File: config.mk
export PLATFORM = sky130hd
export DESIGN_NAME = bayer_demosaic_2x2
export DESIGN_NICKNAME = d
export VERILOG_FILES = /design/src/rtl/bayer_demosaic_2x2.sv
export SDC_FILE = /design/constraint.sdc
export NUM_CORES = 1
export LEC_CHECK = 0
export ABC_AREA = 1
export ABC_CLOCK_PERIOD_IN_PS = 4400
export BUFFER_PORTS_ARGS = -buffer_cell sky130_fd_sc_hd__buf_2
export CAP_MARGIN = 20
export CORE_MARGIN = 1.5
export CORE_UTILIZATION = 56
export DETAILED_ROUTE_END_ITERATION = 8
export MAX_ROUTING_LAYER = met4
export PLACE_DENSITY = 0.81
export SYNTH_ARGS = -nofsm -noshare
export SYNTH_HDL_FRONTEND = slang
export SYNTH_SLANG_ARGS = --single-unit
File: constraint.sdc
create_clock -name clock -period 4.4 [get_ports clock]
set_input_delay 1.1 -clock clock [delete_from_list [all_inputs] [get_ports clock]]
set_output_delay 1.1 -clock clock [all_outputs]
set_load 0.02 [all_outputs]
File: src/rtl/bayer_demosaic_2x2.sv
// 2x2 Bayer window to RGB pixel: frame-sync FSM, two-stage pipeline, optional 2:1 decimation.
// Define GRAY_OUT_EN to add the out_gray luma port.
module bayer_demosaic_2x2 #(
  parameter int unsigned N     = 8,
  parameter int unsigned CNT_W = 24
) (
  input  logic             clock,
  input  logic             reset,
  input  logic             in_valid,
  input  logic [N-1:0]     in_data00,
  input  logic [N-1:0]     in_data01,
  input  logic [N-1:0]     in_data10,
  input  logic [N-1:0]     in_data11,
  input  logic [11:0]      in_x,
  input  logic [11:0]      in_y,
  input  logic             in_done,
  input  logic             decimate,
  input  logic [1:0]       bayer_phase,
  output logic             out_valid,
  output logic [N-1:0]     out_red,
  output logic [N-1:0]     out_green,
  output logic [N-1:0]     out_blue,
  output logic [11:0]      out_x,
  output logic [11:0]      out_y,
  output logic             out_done,
`ifdef GRAY_OUT_EN
  output logic [N-1:0]     out_gray,
`endif
  output logic [CNT_W-1:0] pixel_count
);

  typedef enum logic [0:0] {StIdle, StActive} state_e;

  state_e      state_q;
  logic        dec_q;
  logic [1:0]  phase_q;

  logic        origin, accept, py, px;
  logic [N-1:0] r_sel, b_sel, g_a, g_b;
  logic [N:0]   g_sum;
  logic [11:0]  x_next, y_next;

  logic         s1_valid_q, done1_q;
  logic [N-1:0] s1_r_q, s1_b_q;
  logic [N:0]   s1_gsum_q;
  logic [11:0]  s1_x_q, s1_y_q;
  logic [N-1:0] s1_g;

  assign s1_g = s1_gsum_q[N:1];

  always_comb begin
    origin = in_valid && (in_x == 12'd0) && (in_y == 12'd0);
    // Row/column 0 windows straddle the frame edge and carry stale line-buffer data.
    accept = (state_q == StActive) && in_valid && (in_x != 12'd0) && (in_y != 12'd0) &&
             (!dec_q || (in_x[0] && in_y[0]));
    py = ~in_y[0] ^ phase_q[1];
    px = ~in_x[0] ^ phase_q[0];
    r_sel = in_data01;
    b_sel = in_data10;
    g_a   = in_data00;
    g_b   = in_data11;
    unique case ({py, px})
      2'b00: begin r_sel = in_data01; b_sel = in_data10; g_a = in_data00; g_b = in_data11; end
      2'b01: begin r_sel = in_data00; b_sel = in_data11; g_a = in_data01; g_b = in_data10; end
      2'b10: begin r_sel = in_data11; b_sel = in_data00; g_a = in_data01; g_b = in_data10; end
      2'b11: begin r_sel = in_data10; b_sel = in_data01; g_a = in_data00; g_b = in_data11; end
      default: ;
    endcase
    g_sum  = {1'b0, g_a} + {1'b0, g_b};
    x_next = dec_q ? (in_x >> 1) : (in_x - 12'd1);
    y_next = dec_q ? (in_y >> 1) : (in_y - 12'd1);
  end

  // Frame-sync FSM, per-frame configuration latch and emitted-pixel counter.
  always_ff @(posedge clock) begin
    if (reset) begin
      state_q     <= StIdle;
      dec_q       <= 1'b0;
      phase_q     <= 2'b00;
      pixel_count <= '0;
    end else begin
      unique case (state_q)
        StIdle: begin
          if (origin) begin
            state_q <= StActive;
            dec_q   <= decimate;
            phase_q <= bayer_phase;
          end
        end
        StActive: begin
          if (in_done) state_q <= StIdle;
        end
        default: state_q <= StIdle;
      endcase
      if ((state_q == StIdle) && origin) begin
        pixel_count <= '0;
      end else if (s1_valid_q && !(&pixel_count)) begin
        pixel_count <= pixel_count + 1'b1;
      end
    end
  end

  // Stage 1: channel select and green sum. Stage 2: registered outputs.
  always_ff @(posedge clock) begin
    if (reset) begin
      s1_valid_q <= 1'b0;
      done1_q    <= 1'b0;
      s1_r_q     <= '0;
      s1_b_q     <= '0;
      s1_gsum_q  <= '0;
      s1_x_q     <= '0;
      s1_y_q     <= '0;
      out_valid  <= 1'b0;
      out_done   <= 1'b0;
      out_red    <= '0;
      out_green  <= '0;
      out_blue   <= '0;
      out_x      <= '0;
      out_y      <= '0;
`ifdef GRAY_OUT_EN
      out_gray   <= '0;
`endif
    end else begin
      s1_valid_q <= accept;
      done1_q    <= in_done;
      if (accept) begin
        s1_r_q    <= r_sel;
        s1_b_q    <= b_sel;
        s1_gsum_q <= g_sum;
        s1_x_q    <= x_next;
        s1_y_q    <= y_next;
      end
      out_valid <= s1_valid_q;
      out_done  <= done1_q;
      if (s1_valid_q) begin
        out_red   <= s1_r_q;
        out_green <= s1_g;
        out_blue  <= s1_b_q;
        out_x     <= s1_x_q;
        out_y     <= s1_y_q;
`ifdef GRAY_OUT_EN
        out_gray  <= 10'(({2'b00, s1_r_q} + {1'b0, s1_g, 1'b0} + {2'b00, s1_b_q}) >> 2);
`endif
      end
    end
  end

endmodule

Yosys cells after proc, flatten, opt, wreduce, memory -nomap -nowiden
Cells that the tools add are included.
W data, S select, Z words.
Cells by class
  add/subtract/negate cells: 4
  eq/ne operators: 3
  muxes and demuxes: 9
  bitwise operators: 5
  reduce and logical (&&, ||, !) cells: 22
Operator list (number)
  $pmux W8 S4: 2
  $pmux W8 S2: 2
  $add A24 B1 Y24 const B: 1
  $logic_not A12 Y1: 2
  $mux W12: 2
  $reduce_and A24 Y1: 1
  $reduce_bool A12 Y1: 2
  $sub A12 B1 Y12 const B: 2
  $add A8 B8 Y9: 1
  $logic_and A1 B1 Y1: 9
  $reduce_or A2 Y1: 3
  $eq A2 B2 Y1 const B: 2
  $not A1 Y1: 3
  $eq A2 B1 Y1 const B: 1
  $logic_not A1 Y1: 2
  $logic_not A2 Y1: 1
  $mux W1: 2
  $pmux W1 S2: 1
  $reduce_and A2 Y1: 1
  $xor A1 B1 Y1: 2
  $logic_or A1 B1 Y1: 1
Storage, ports and cells
  register bits after elaboration: 129
  input bits: 63
  output and inout bits: 74
  word-level logic and storage cells: 61

Depth between registers and ports, before layout
  depth in word-level cells: 6
  depth in mapped cells: 17
  mapped depth without buffers: 16

Worst setup path before layout
Ideal clock, no wire load.
  path kind: input port to flip-flop
  start point: input in_x[0]
  end point: register s1_gsum_q[6]
  library setup time: 117 ps
  arrival time: 3161 ps
  data required time: 4283 ps
  slack: 1122 ps
  stages: 15
  buffers on the path: 1
  cell sequence: xor2_1 > inv_1 > ha_1 > buf_2 > inv_1 > nand2_1 > nand2_1 > and2_1 > fa_1 > nand3_1 > nand2_1 > a21oi_1 > nor2_1 > nor3_1 > nor2_1
On the way
  cells in the longest elaborated chain, start to end: 6
  elaborated cells between the ends (all ways): 17
  those cells by class: add/sub (1); eq/ne (3); mux (2); bitwise (2); reduce/logical (9)
Ends and longest elaborated chain
  from (decl): RTL line 14  | input logic [11:0] in_x,
  $not A1 Y1: RTL line 57  | px = ~in_x[0] ^ phase_q[0];
  $xor A1 B1 Y1: RTL line 57
  $eq A2 B2 Y1 (tied with other cells): RTL line 62  | unique case ({py, px})
  $reduce_or A2 Y1 (no source line)
  $pmux W8 S2: RTL line 62
  $add A8 B8 Y9: RTL line 69  | g_sum = {1'b0, g_a} + {1'b0, g_b};
  to (signal assigned): RTL line 129  | s1_gsum_q <= g_sum;
  to (decl): RTL line 45  | logic [N:0] s1_gsum_q;
Several ways; a longest one is shown, not always the timed one.
A chain may end at the register's enable or synchronous reset.

Worst setup path in the final report
  start point: input in_y[0]
  end point: register s1_gsum_q[6]
On the way
  cells in the longest elaborated chain, start to end: 6
  elaborated cells between the ends (all ways): 16
  those cells by class: add/sub (1); eq/ne (3); mux (2); bitwise (2); reduce/logical (8)
Ends and longest elaborated chain
  from (decl): RTL line 15  | input logic [11:0] in_y,
  $not A1 Y1: RTL line 56  | py = ~in_y[0] ^ phase_q[1];
  $xor A1 B1 Y1: RTL line 56
  $eq A2 B2 Y1 (tied with other cells): RTL line 62
  $reduce_or A2 Y1 (no source line)
  $pmux W8 S2: RTL line 62
  $add A8 B8 Y9: RTL line 69
Several ways; a longest one is shown, not always the timed one.

==> flow_summary.yaml <==
die:
  start_util_pct: 57.6
  core_area_mm2: 0.0120
  die_w_um: 114
  die_area_mm2: 0.0130
  io_pins: 137
  die_h_um: 114
  floorplan.rows: 40
clock_tree:
  ctsLongestPathBuffers: 2
  cts_buffers: 17
  root_buffer: "clkbuf_16"
  ctsHoldBuffers: 0
  clock_latency_ns: 0.42
  cts.repair.resized: 0
  clkTransAtPathRegs_ns: 0.06
  htreeDepth: 4
  cts_setup_buffers: 0
  cts_sinks: 128
  cts_tree: "yes"
worst_hold_path:
  min_path_type: "reg2reg"
routing:
  drt.antenna.violating_nets: 0
  num_vias: 7120
  viasPerCell: 5.44
  drc_errors: 0
  wl_um: 18000
  drt_pass1_iterations: 7
  wl_per_cell_um: 13.8
  drtIter0Drc: 668
flow_run:
  maxCapViolations: 0
synthesis:
  synthCells: 1042
  async_flop_share_pct: 0
  synth_area_leaders: "dfxtp_1, nand2_1, nor2_1"
  syn_nets: 1122
  synth_area_mm2: 0.00692
  synth_area_leader_cell: "dfxtp_1"
  synth_edf_count: 0
  yosys-top-cells-count: "nand2_1, nor2_1, dfxtp_1, o21ai_0, nand3_1"
  yosys.area.top_type_share_pct: 37.0
  yosysMostFrequentCell: "nand2_1"
  ys_warn_count: 0
  avgSynthCellArea_um2: 6.64
  synth.distinct_cells: 34
  synth_seq_cells: 128
  synthFlopType: "dfxtp_1"
  ys_seq_area_share_pct: 37.0
global_route:
  grt_pass1_vias: 6197
  grt_pass1_wl_um: 29700
  antenna_found_initial: 0
  grt-ovfl-total: 0
  grt_max_degree: 51
  grt.total_usage_pct: 29.1
pwr:
  p_total_mw: 2.76
  ir_drop_v: 0.000234
  p_per_area_mw_per_mm2: 341
  leakagePower_nw: 3.83
layout:
  fin_cells: 1310
  area_delta_synth_final_pct: 17.0
  fin_area_mm2: 0.00810
  fillers: 1107
  layout.area.seq_mm2: 0.00256
  utilization_pct: 67.4
  diodes: 0
  nets: 1230
  multi_input_area_mm2: 0.00386
  drive_above_1_share_pct: 18.8
placement:
  dp_hpwl_um: 12500
  place_ws_ns: 0.636
  portBuffers: 136
  dp_cells: 1278
  placed_area_mm2: 0.00754
  gp_congestion: 0.935
worst_setup_path:
  worst_ep_required_time_ns: 4.71
  cp.arrival_ns: 3.70
  reg2reg_from: "phase_q[1]"
  critPathCapture: "s1_gsum_q[6]"
  worst-setup-path-type: "in2reg"
  cp_max_fo: 9
  end_kind: "flip-flop"
  critPathLaunch: "in_y[0]"
  crit_path_start_kind: "input pin"
  rr_endpoint: "s1_gsum_q[6]"
  ff2ff_path_depth: 14
  r2r_slack_ns: 1.49
timing:
  rsz0062_at_grt: "no"
  worst_slack_ns: 1.01
  fin_skew_ns: 0.00770
  hold_slack_ns: 0.407
  slew_violations: 0
  post-route-min-period_ns: 3.39
  relSlewSlack_pct: 39.7
  tightest_slew_ns: 0.904
  hold_viol: 0
  finalSetupTns_ns: 0
  setup-violations-final: 0
  max_freq_ghz: 0.295
  finalCritPeriodShare_pct: 77.0
status:
  outcome: "finished, final reports clean"
[metal layers]
metal | wire length (um) | vias up | track usage [%] | part of all wire, %
li1 | - | 3581 | - | -
met1 | 8260 | 3227 | 38.0 | 46
met2 | 8260 | 283 | 45.8 | 46
met3 | 1240 | 29 | 5.77 | 6.9
met4 | 257 | 0 | 9.25 | 1.4
met5 | 0 | - | - | 0
[critical path, cell delays in order]
cell and delay, ns:
buf_2 0.13, xor2_1 0.29, inv_1 0.12, ha_1 0.46, inv_1 0.19, nand2_1 0.09, nand2_1 0.07, and2_1 0.18
fa_1 0.40, nand3_1 0.10, nand2_1 0.09, a21oi_1 0.17, nor2_1 0.06, nor3_1 0.17, nor2_1 0.06
[kinds of logic (layout without fill, tap and decap cells)]
group	count (synthesis)	after routing	share of synthesized area (%)
AO/OA/AOI/OAI	197	197	15.3
XOR/XNOR	21	21	2.66
adder cells (fa/ha/maj)	17	17	3.18
buffers and inverters	109	230	7.18
flip-flops	128	128	37.0
AND/OR/NAND/NOR	570	570	34.7
[report_power, final]
part / total [mW] / leakage (nW) / internal [mW] / switching [mW]
clock: 1.33 / 0.271 / 0.780 / 0.548
sequential: 1.16 / 1.03 / 1.16 / 0.000164
combinational: 0.273 / 2.53 / 0.0972 / 0.176
[worst min path at each step]
stage	start	to	slack [ns]	cells past startpoint
finish	done1_q	out_done	0.41	2
global route	done1_q	out_done	0.43	2
CTS	done1_q	out_done	0.41	2
detailed placement	done1_q	out_done	0.40	2
global placement	done1_q	out_done	0.39	2
floorplan	done1_q	out_done	0.39	2
[registers in the layout, summed over array words and instances (netlist names)]
signal	cells
out_valid	1
out_x	12
dec_q	1
s1_r_q	8
out_green	8
s1_x_q	12
s1_valid_q	1
done1_q	1
s1_gsum_q	8
s1_b_q	8
pixel_count	24
phase_q	2
state_q	1
out_red	8
out_y	12
out_blue	8
out_done	1
s1_y_q	12
[final cells by class]
cell class | instances | share of cell area, %
sequential | 128 | 31.6
timing repair buffer | 140 | 8.78
inverter | 58 | 2.69
multi-input combinational | 805 | 47.7
clock buffer | 17 | 5.25
tap | 147 | 2.27
clock inverter | 15 | 1.65
[cell usage in the layout (no fill, tap or decap), types with 4 or more instances in the layout]
cell type	Yosys	layout
a21oi_1	58	58
a21oi_2	17	17
buf_2	8	136
buf_4	2	4
clkbuf_16	0	17
clkinv_2	0	4
dfxtp_1	128	128
ha_1	16	16
inv_1	55	54
inv_2	3	4
inv_6	0	5
nand2_1	267	267
nand2_2	14	14
nand3_1	78	78
nand3b_1	6	6
nand4_1	4	4
nor2_1	184	184
nor2_4	4	4
o21ai_0	108	108
o21ai_1	10	10
xnor2_1	11	11
xor2_1	10	10
Power figures use the tool's default switching activity.
